File: src/rtl/uart_tx_fifo.sv
// UART transmitter fed by a small circular FIFO. Frames go out LSB first with
// optional parity and one or two stop bits; queued words are sent back-to-back.
module uart_tx_fifo #(
  parameter int DATA_WIDTH = 8,
  parameter int FIFO_DEPTH = 4,
  parameter int PRESCALE_W = 8
) (
  input  logic                          CLK,
  input  logic                          rst,
  input  logic [DATA_WIDTH-1:0]         P_data,
  input  logic                          Data_valid,
  output logic                          Data_ready,
  input  logic                          PAR_EN,
  input  logic                          PAR_TYP,
  input  logic                          STOP2,
  input  logic [PRESCALE_W-1:0]         Prescale,
  output logic                          Tx_out,
  output logic                          Busy,
  output logic [$clog2(FIFO_DEPTH):0]   Fifo_count,
  output logic [2:0]                    state_dbg
);

  localparam int AW  = $clog2(FIFO_DEPTH);
  localparam int CW  = AW + 1;
  localparam int BCW = $clog2(DATA_WIDTH + 1);

  // Handshake: a word is written on any rising edge where Data_valid && Data_ready;
  // Data_ready depends only on the registered count, never on Data_valid.

  typedef enum logic [2:0] {IDLE, START, DATA, PARITY, STOP} state_t;

  logic [DATA_WIDTH-1:0] mem [FIFO_DEPTH];
  logic [AW-1:0]         wr_ptr, rd_ptr;
  logic                  push, pop;
  logic [DATA_WIDTH-1:0] head;

  state_t                state;
  logic [PRESCALE_W-1:0] tick_cnt;
  logic [BCW-1:0]        bit_cnt;
  logic [DATA_WIDTH-1:0] shreg;
  logic                  par_bit;
  logic                  lat_par_en;
  logic                  lat_stop2;
  logic [PRESCALE_W-1:0] lat_pre;
  logic                  bit_end;
  logic                  last_stop;
  logic                  launch;

  assign Data_ready = (Fifo_count != CW'(FIFO_DEPTH));
  assign push       = Data_valid && Data_ready;
  assign head       = mem[rd_ptr];
  assign state_dbg  = state;

  assign bit_end   = (tick_cnt == '0);
  assign last_stop = (state == STOP) && bit_end && (bit_cnt == BCW'(lat_stop2));
  // Launching from the final stop bit is what removes the idle gap between frames.
  assign launch    = (Fifo_count != '0) && ((state == IDLE) || last_stop);
  assign pop       = launch;

  always_ff @(posedge CLK) begin
    if (push) mem[wr_ptr] <= P_data;
  end

  always_ff @(posedge CLK) begin
    if (rst) begin
      wr_ptr     <= '0;
      rd_ptr     <= '0;
      Fifo_count <= '0;
    end else begin
      if (push) wr_ptr <= wr_ptr + AW'(1);
      if (pop)  rd_ptr <= rd_ptr + AW'(1);
      case ({push, pop})
        2'b10:   Fifo_count <= Fifo_count + CW'(1);
        2'b01:   Fifo_count <= Fifo_count - CW'(1);
        default: Fifo_count <= Fifo_count;
      endcase
    end
  end

  always_ff @(posedge CLK) begin
    if (rst) begin
      state      <= IDLE;
      Tx_out     <= 1'b1;
      Busy       <= 1'b0;
      tick_cnt   <= '0;
      bit_cnt    <= '0;
      shreg      <= '0;
      par_bit    <= 1'b0;
      lat_par_en <= 1'b0;
      lat_stop2  <= 1'b0;
      lat_pre    <= '0;
    end else if (launch) begin
      // Configuration is captured here so mid-frame changes only affect later frames.
      shreg      <= head;
      par_bit    <= PAR_TYP ? ~^head : ^head;
      lat_par_en <= PAR_EN;
      lat_stop2  <= STOP2;
      lat_pre    <= Prescale;
      tick_cnt   <= Prescale;
      bit_cnt    <= '0;
      state      <= START;
      Tx_out     <= 1'b0;
      Busy       <= 1'b1;
    end else begin
      case (state)
        IDLE: begin
          Tx_out <= 1'b1;
          Busy   <= 1'b0;
        end
        START: begin
          if (bit_end) begin
            tick_cnt <= lat_pre;
            bit_cnt  <= '0;
            Tx_out   <= shreg[0];
            shreg    <= shreg >> 1;
            state    <= DATA;
          end else begin
            tick_cnt <= tick_cnt - PRESCALE_W'(1);
          end
        end
        DATA: begin
          if (bit_end) begin
            tick_cnt <= lat_pre;
            if (bit_cnt == BCW'(DATA_WIDTH - 1)) begin
              bit_cnt <= '0;
              if (lat_par_en) begin
                Tx_out <= par_bit;
                state  <= PARITY;
              end else begin
                Tx_out <= 1'b1;
                state  <= STOP;
              end
            end else begin
              bit_cnt <= bit_cnt + BCW'(1);
              Tx_out  <= shreg[0];
              shreg   <= shreg >> 1;
            end
          end else begin
            tick_cnt <= tick_cnt - PRESCALE_W'(1);
          end
        end
        PARITY: begin
          if (bit_end) begin
            tick_cnt <= lat_pre;
            bit_cnt  <= '0;
            Tx_out   <= 1'b1;
            state    <= STOP;
          end else begin
            tick_cnt <= tick_cnt - PRESCALE_W'(1);
          end
        end
        STOP: begin
          if (bit_end) begin
            tick_cnt <= lat_pre;
            if (last_stop) begin
              state  <= IDLE;
              Busy   <= 1'b0;
              Tx_out <= 1'b1;
            end else begin
              bit_cnt <= bit_cnt + BCW'(1);
            end
          end else begin
            tick_cnt <= tick_cnt - PRESCALE_W'(1);
          end
        end
        default: begin
          state  <= IDLE;
          Tx_out <= 1'b1;
          Busy   <= 1'b0;
        end
      endcase
    end
  end

endmodule

File: config.mk
export PLATFORM = sky130hd
export DESIGN_NAME = uart_tx_fifo
export DESIGN_NICKNAME = d
export VERILOG_FILES = /design/src/rtl/uart_tx_fifo.sv
export SDC_FILE = /design/constraint.sdc
export NUM_CORES = 1
export LEC_CHECK = 0
export ABC_CLOCK_PERIOD_IN_PS = 4100
export BUFFER_PORTS_ARGS = -buffer_cell sky130_fd_sc_hd__buf_2
export CAP_MARGIN = 25
export CELL_PAD_IN_SITES_DETAIL_PLACEMENT = 1
export CELL_PAD_IN_SITES_GLOBAL_PLACEMENT = 1
export CORE_MARGIN = 2
export CORE_UTILIZATION = 47
export CTS_CLUSTER_DIAMETER = 40
export DETAILED_ROUTE_END_ITERATION = 8
export GPL_ROUTABILITY_DRIVEN = 0
export MAX_ROUTING_LAYER = met4
export PLACE_DENSITY = 0.76
export SYNTH_ARGS = -nofsm -noshare
export SYNTH_HDL_FRONTEND = slang
export SYNTH_SLANG_ARGS = --single-unit
File: constraint.sdc
create_clock -name CLK -period 4.1 [get_ports CLK]
set_input_delay 0.41 -clock CLK [delete_from_list [all_inputs] [get_ports CLK]]
set_output_delay 0.41 -clock CLK [all_outputs]
set_load 0.02 [all_outputs]
==> results of run 1 <==
worst paths after layout:
kind / from / endpoint / slack, ns
setup / recovery: tick_cnt[0] / Fifo_count[2] / 0.92
hold / removal: P_data[0] / mem[1][0] / 0.27
setup reg to reg: tick_cnt[0] / Fifo_count[2] / 0.92
hold reg to reg: lat_pre[7] / lat_pre[7] / 0.46
logic make-up (layout without fill, tap and decap cells):
family / Yosys count / after routing
AND/OR/NAND/NOR: 116 / 116
flip-flops: 77 / 77
AO/OA/AOI/OAI: 66 / 66
buffers and inverters: 29 / 59
multiplexers: 17 / 17
XOR/XNOR: 15 / 15
adder cells (fa/ha/maj): 8 / 8
per-layer routing:
metal / vias to the layer above / wire length [µm]
li1: 1222 / -
met1: 1171 / 3300
met2: 31 / 3790
met3: 10 / 176
met4: 0 / 88
met5: - / 0
flip-flops by register name (all words and copies together) (netlist names), named ones only:
signal,count
wr_ptr,2
Fifo_count,3
par_bit,1
lat_pre,8
state_dbg,3
tick_cnt,8
lat_par_en,1
rd_ptr,2
bit_cnt,4
shreg,8
mem,32
Tx_out,1
Busy,1
lat_stop2,1
through the flow:
| stage | setup WS [ns] | total power [mW] |
|---|---|---|
| 2_1_floorplan | 1.14 | 1.98 |
| 3_3_place_gp | 1.03 | 2.16 |
| 3_5_place_dp | 0.941 | 2.20 |
| 4_1_cts | 0.885 | 2.76 |
| 5_1_grt | 0.652 | 2.95 |
| 6_report | 0.923 | 2.73 |
power groups by stage:
stage / registers [mW] / logic, mW / clock network [mW]
after floorplan: 1.10 / 0.877 / 0
after global placement: 1.13 / 1.04 / 0
after detailed placement: 1.14 / 1.07 / 0
after CTS: 1.12 / 1.07 / 0.565
after global routing: 1.15 / 1.19 / 0.606
final: 1.12 / 1.06 / 0.549
final cells by class:
cell class              instances  area share
inverters                      12      0.0116
repair buffers                 31      0.0406
flip-flops and latches         77       0.480
multi-input cells             222       0.387
well taps                      99      0.0319
clock buffers                   9      0.0319
clock inverters                 7      0.0165
placed cells by master (no fill, tap or decap), types with 9 or more instances in the layout:
| cell type | n |
|---|---|
| xnor2_1 | 10 |
| nand2_1 | 34 |
| a21oi_1 | 31 |
| nor2_1 | 34 |
| clkbuf_8 | 9 |
| dfxtp_1 | 45 |
| nor3_1 | 14 |
| inv_1 | 11 |
| a211oi_1 | 13 |
| edfxtp_1 | 32 |
| buf_2 | 30 |
==> flow_summary.json, run 1 <==
{
  "skew_ns": 0.0146,
  "fin_crit_ns": 3.18,
  "grt_pass1_wl_um": 12700,
  "cts_buffer_depth": 2,
  "setup_viol": 0,
  "cp_max_fo": 19,
  "grt.met2_usage": 0.344,
  "power_frac_seq": 0.410,
  "cp.depth": 13,
  "finalNonFillerCells": 457,
  "critPathTopFamily": "simple AND/OR/NAND/NOR gates",
  "synth_top_family_by_area": "simple AND/OR/NAND/NOR gates",
  "layout.nets": 383,
  "cts_tree": "done",
  "p_int_mw": 1.67,
  "switchingPower_mw": 1.06,
  "cp.arrival_ns": 3.46,
  "slew-limit-headroom": 0.524,
  "synthCells": 328,
  "drive_gt1_frac": 0.179,
  "vias": 2434,
  "hold_depth": 1,
  "worst_slew_pin_slew_ns": 0.714,
  "synthMuxAreaShare": 0.0776,
  "path_clk_slew_ns": 0.10,
  "clockPowerShare": 0.201,
  "swShare": 0.389,
  "syn_avg_cell_area_um2": 10.7,
  "grt_pass1_vias": 2563,
  "cp_cell_sequence": "inv_1, ha_1, nor3b_4, and2_1, a21oi_1, or2_1, inv_2, ha_1, inv_1, fa_1, xor2_1, or3_1, a21oi_1",
  "synth_compound_area_frac": 0.114,
  "powerDensity_mw_per_mm2": 703,
  "hold_viol": 0,
  "ys_seq_area_frac": 0.532,
  "synth.distinct_cells": 53,
  "synth_common_cells": "45 x dfxtp_1, 34 x nand2_1, 34 x nor2_1, 32 x edfxtp_1, 31 x a21oi_1",
  "synth_area_leaders": "edfxtp_1 27%, dfxtp_1 26%, mux4_2 5.1%",
  "setup_tns_ns": 0,
  "ys_async_sr_fraction": 0,
  "synth_area_mm2": 0.00350,
  "pin_count": 31,
  "yosys.area_share.simple": 0.166,
  "reg2regPathDepth": 13,
  "leakage_nw": 1.46,
  "rsz0062_at_grt": "no",
  "yosys_warnings": 0,
  "cts_hold_buf": 0,
  "gr-total-overflow": 0,
  "min_path_type": "in -> reg",
  "area.growth.synth_to_final_pct": 10.8,
  "viasPerCell": 5.33,
  "grt_util_met3": 0.0376,
  "synthFlopType": "dfxtp_1",
  "post-route-drc-count": 0,
  "grt_antenna_before_repair": 0,
  "fill_cells": 835,
  "synth_top_area_share": 0.275,
  "crit_buf_inv": 3,
  "required_ns": 4.38,
  "busiest_layer": "met2",
  "cts-resized-gates": 0,
  "met1_usage": 0.243,
  "status": "complete, no violations",
  "drt_iter0_markers": 121,
  "synth_edf_count": 32,
  "seqCellArea_mm2": 0.00186,
  "wl_per_cell_um": 16.1,
  "endpoint_kind": "flop",
  "synth-seq-cells": 77,
  "finalWirelength_um": 7350,
  "synth_top_area_cell": "edfxtp_1",
  "multi_input_area_mm2": 0.00150,
  "syn_nets": 358,
  "worstSetupPathType": "reg -> reg",
  "combPwrFrac": 0.388,
  "clockRootBuffer": "clkbuf_8",
  "clkLatencyLatePin_ns": 0.35,
  "rows": 31,
  "report.final.slew_viol_count": 0,
  "cts_sinks": 77,
  "whs_ns": 0.274,
  "slowest_delay_ns": 0.37,
  "die_area_mm2": 0.00815,
  "post_cts_buffers": 0,
  "track_usage": 0.203,
  "period_share": 0.775,
  "post-place-cells": 441,
  "ir_worst_vdd_mv": 0.277,
  "stdcell_area_mm2": 0.00388,
  "dp_hpwl_um": 5260,
  "maxCapViolCount": 0,
  "clock.fmax_ghz": 0.315,
  "final_antenna_net_count": 0,
  "num_antenna_cells": 0,
  "core_mm2": 0.00721,
  "synth_xor_area_frac": 0.0415,
  "firstDrtPassIters": 4,
  "die-width_um": 90.3,
  "finish.utilization": 0.538,
  "place_area_mm2": 0.00369,
  "cts_buffers": 9,
  "initial_core_util": 0.485,
  "critPathLaunchType": "flop",
  "die_height_um": 90.3,
  "io_buffers": 30,
  "cts_htree_levels": 3,
  "synthAdderAreaFrac": 0.0307,
  "crit_slowest_cell": "fa_1",
  "grt_max_degree": 40,
  "yosysMostFrequentCell": "dfxtp_1"
}
Power figures use the tool's default switching activity.
==> run 2, diff against run 1 <==
--- a/config.mk
+++ b/config.mk
@@ -5,7 +5,7 @@
 export SDC_FILE = /design/constraint.sdc
 export NUM_CORES = 1
 export LEC_CHECK = 0
-export ABC_CLOCK_PERIOD_IN_PS = 4100
+export ABC_CLOCK_PERIOD_IN_PS = 3250
 export BUFFER_PORTS_ARGS = -buffer_cell sky130_fd_sc_hd__buf_2
 export CAP_MARGIN = 25
 export CELL_PAD_IN_SITES_DETAIL_PLACEMENT = 1
==> constraint.sdc (replaced) <==
create_clock -name CLK -period 3.25 [get_ports CLK]
set_input_delay 0.325 -clock CLK [delete_from_list [all_inputs] [get_ports CLK]]
set_output_delay 0.325 -clock CLK [all_outputs]
set_load 0.02 [all_outputs]
==> run 2 against run 1 <==
  * Sequential power up 27%
  * Non-clock buffer count up 3
  * Maximum frequency up 12%
  * First-iteration DRC count up 9.9%
  * Sequential share of layout area down 0.26 points
  * Clock skew down 0.0021 ns
  * Via count up 3.2%
  * Cell area up 0.55%
  * Total power up 28%
  * Worst setup slack worse by 0.50 ns
==> flow_summary.json, run 2 (synthesis gave the netlist of run 1 again) <==
{
  "rows": 31,
  "grt_antenna_before_repair": 0,
  "setup_viol": 0,
  "vias": 2512,
  "die_area_mm2": 0.00815,
  "firstDrtPassIters": 4,
  "min_path_type": "in -> reg",
  "die_height_um": 90.3,
  "dp_hpwl_um": 5280,
  "drt_iter0_markers": 133,
  "viasPerCell": 5.46,
  "finalWirelength_um": 7640,
  "whs_ns": 0.170,
  "die-width_um": 90.3,
  "layout_common_cells": "45 x dfxtp_1, 34 x nand2_1, 34 x nor2_1, 32 x edfxtp_1, 31 x a21oi_1",
  "required_ns": 3.53,
  "final_common_cell": "dfxtp_1",
  "skew_ns": 0.0125,
  "leakage_nw": 1.48,
  "power_mw": 3.49,
  "drive_gt1_frac": 0.186,
  "setup_tns_ns": 0,
  "post-place-cells": 444,
  "powerDensity_mw_per_mm2": 895,
  "multi_input_area_mm2": 0.00150,
  "reg2regPathDepth": 13,
  "fin_crit_ns": 2.83,
  "status": "complete, no violations",
  "final_antenna_net_count": 0,
  "hold_depth": 1,
  "seqCellArea_mm2": 0.00186,
  "initial_core_util": 0.485,
  "regToRegSetupSlack_ns": 0.42,
  "cp_max_fo": 5,
  "largest_register_ff_count": 32,
  "hold_viol": 0,
  "cp.arrival_ns": 3.11,
  "min_from": "P_data[3]",
  "critPathLaunchType": "flop",
  "path_clk_slew_ns": 0.09,
  "cts_buffers": 9,
  "top_register": "mem",
  "period_share": 0.870,
  "clkLatencyLatePin_ns": 0.36,
  "grt_max_degree": 40,
  "finalNonFillerCells": 460,
  "cts_tree": "done",
  "rsz0062_at_grt": "no",
  "worst_slew_pin_slew_ns": 0.737,
  "finish.utilization": 0.541,
  "worstSetupPathType": "reg -> reg",
  "grt_pass1_wl_um": 12900,
  "cts_hold_buf": 0,
  "grt_pass1_vias": 2677,
  "clockRootBuffer": "clkbuf_8",
  "report.final.slew_viol_count": 0,
  "num_antenna_cells": 0,
  "ir_worst_vdd_mv": 0.360,
  "track_usage": 0.206,
  "fill_cells": 812,
  "gr-total-overflow": 0,
  "holdPathEnd": "mem[2][3]",
  "maxCapViolCount": 0,
  "place_ws_ns": 0.525,
  "endpoint_kind": "flop",
  "core_mm2": 0.00721,
  "cts_buffer_depth": 2,
  "clock.fmax_ghz": 0.353,
  "post-route-drc-count": 0,
  "io_buffers": 30,
  "cts_sinks": 77,
  "cts_htree_levels": 3,
  "pin_count": 31,
  "area.growth.synth_to_final_pct": 11.4,
  "cts-resized-gates": 0,
  "post_cts_buffers": 0,
  "wl_per_cell_um": 16.6,
  "layout.nets": 386,
  "worst_slack_ns": 0.421,
  "place_area_mm2": 0.00371,
  "stdcell_area_mm2": 0.00390,
  "regToRegEndpoint": "Fifo_count[2]",
  "r2r_start": "tick_cnt[0]",
  "slew-limit-headroom": 0.509
}
-- run 2: final cells by class --
cell class	count	area share
clock buffers	9	0.0318
clock inverters	7	0.0160
repair buffers	34	0.0462
well taps	99	0.0318
flip-flops and latches	77	0.477
multi-input cells	222	0.385
inverters	12	0.0115
-- run 2: power breakdown --
group          internal, mW  switching, mW
Combinational         0.602          0.775
Sequential             1.22          0.197
Clock                 0.294          0.398
-- run 2: worst max path at each step --
stage / startpoint / to / slack, ns / cells after the start
finish: tick_cnt[0] / Fifo_count[2] / 0.42 / 13
global route: tick_cnt[0] / Fifo_count[2] / 0.22 / 13
CTS: tick_cnt[0] / Fifo_count[2] / 0.42 / 13
detailed placement: tick_cnt[0] / Fifo_count[2] / 0.52 / 13
global placement: tick_cnt[0] / Fifo_count[2] / 0.64 / 13
floorplan: tick_cnt[0] / Fifo_count[2] / 0.29 / 16
-- run 2: worst max-delay path, cell delays in order, from the launching register on --
cell	delay [ns]
dfxtp_1	0.37
inv_1	0.08
ha_1	0.18
nor3b_4	0.27
and2_1	0.19
a21oi_1	0.11
or2_1	0.26
inv_2	0.07
ha_1	0.17
inv_1	0.06
fa_1	0.38
xor2_1	0.16
or3_1	0.32
a21oi_1	0.15
-- run 2: metal layers --
metal | vias up | GRT usage | share of wire
met5 | - | - | 0
met4 | 0 | 0.0923 | 0.026
met3 | 17 | 0.0451 | 0.025
met2 | 38 | 0.353 | 0.51
met1 | 1229 | 0.232 | 0.44
li1 | 1228 | - | -
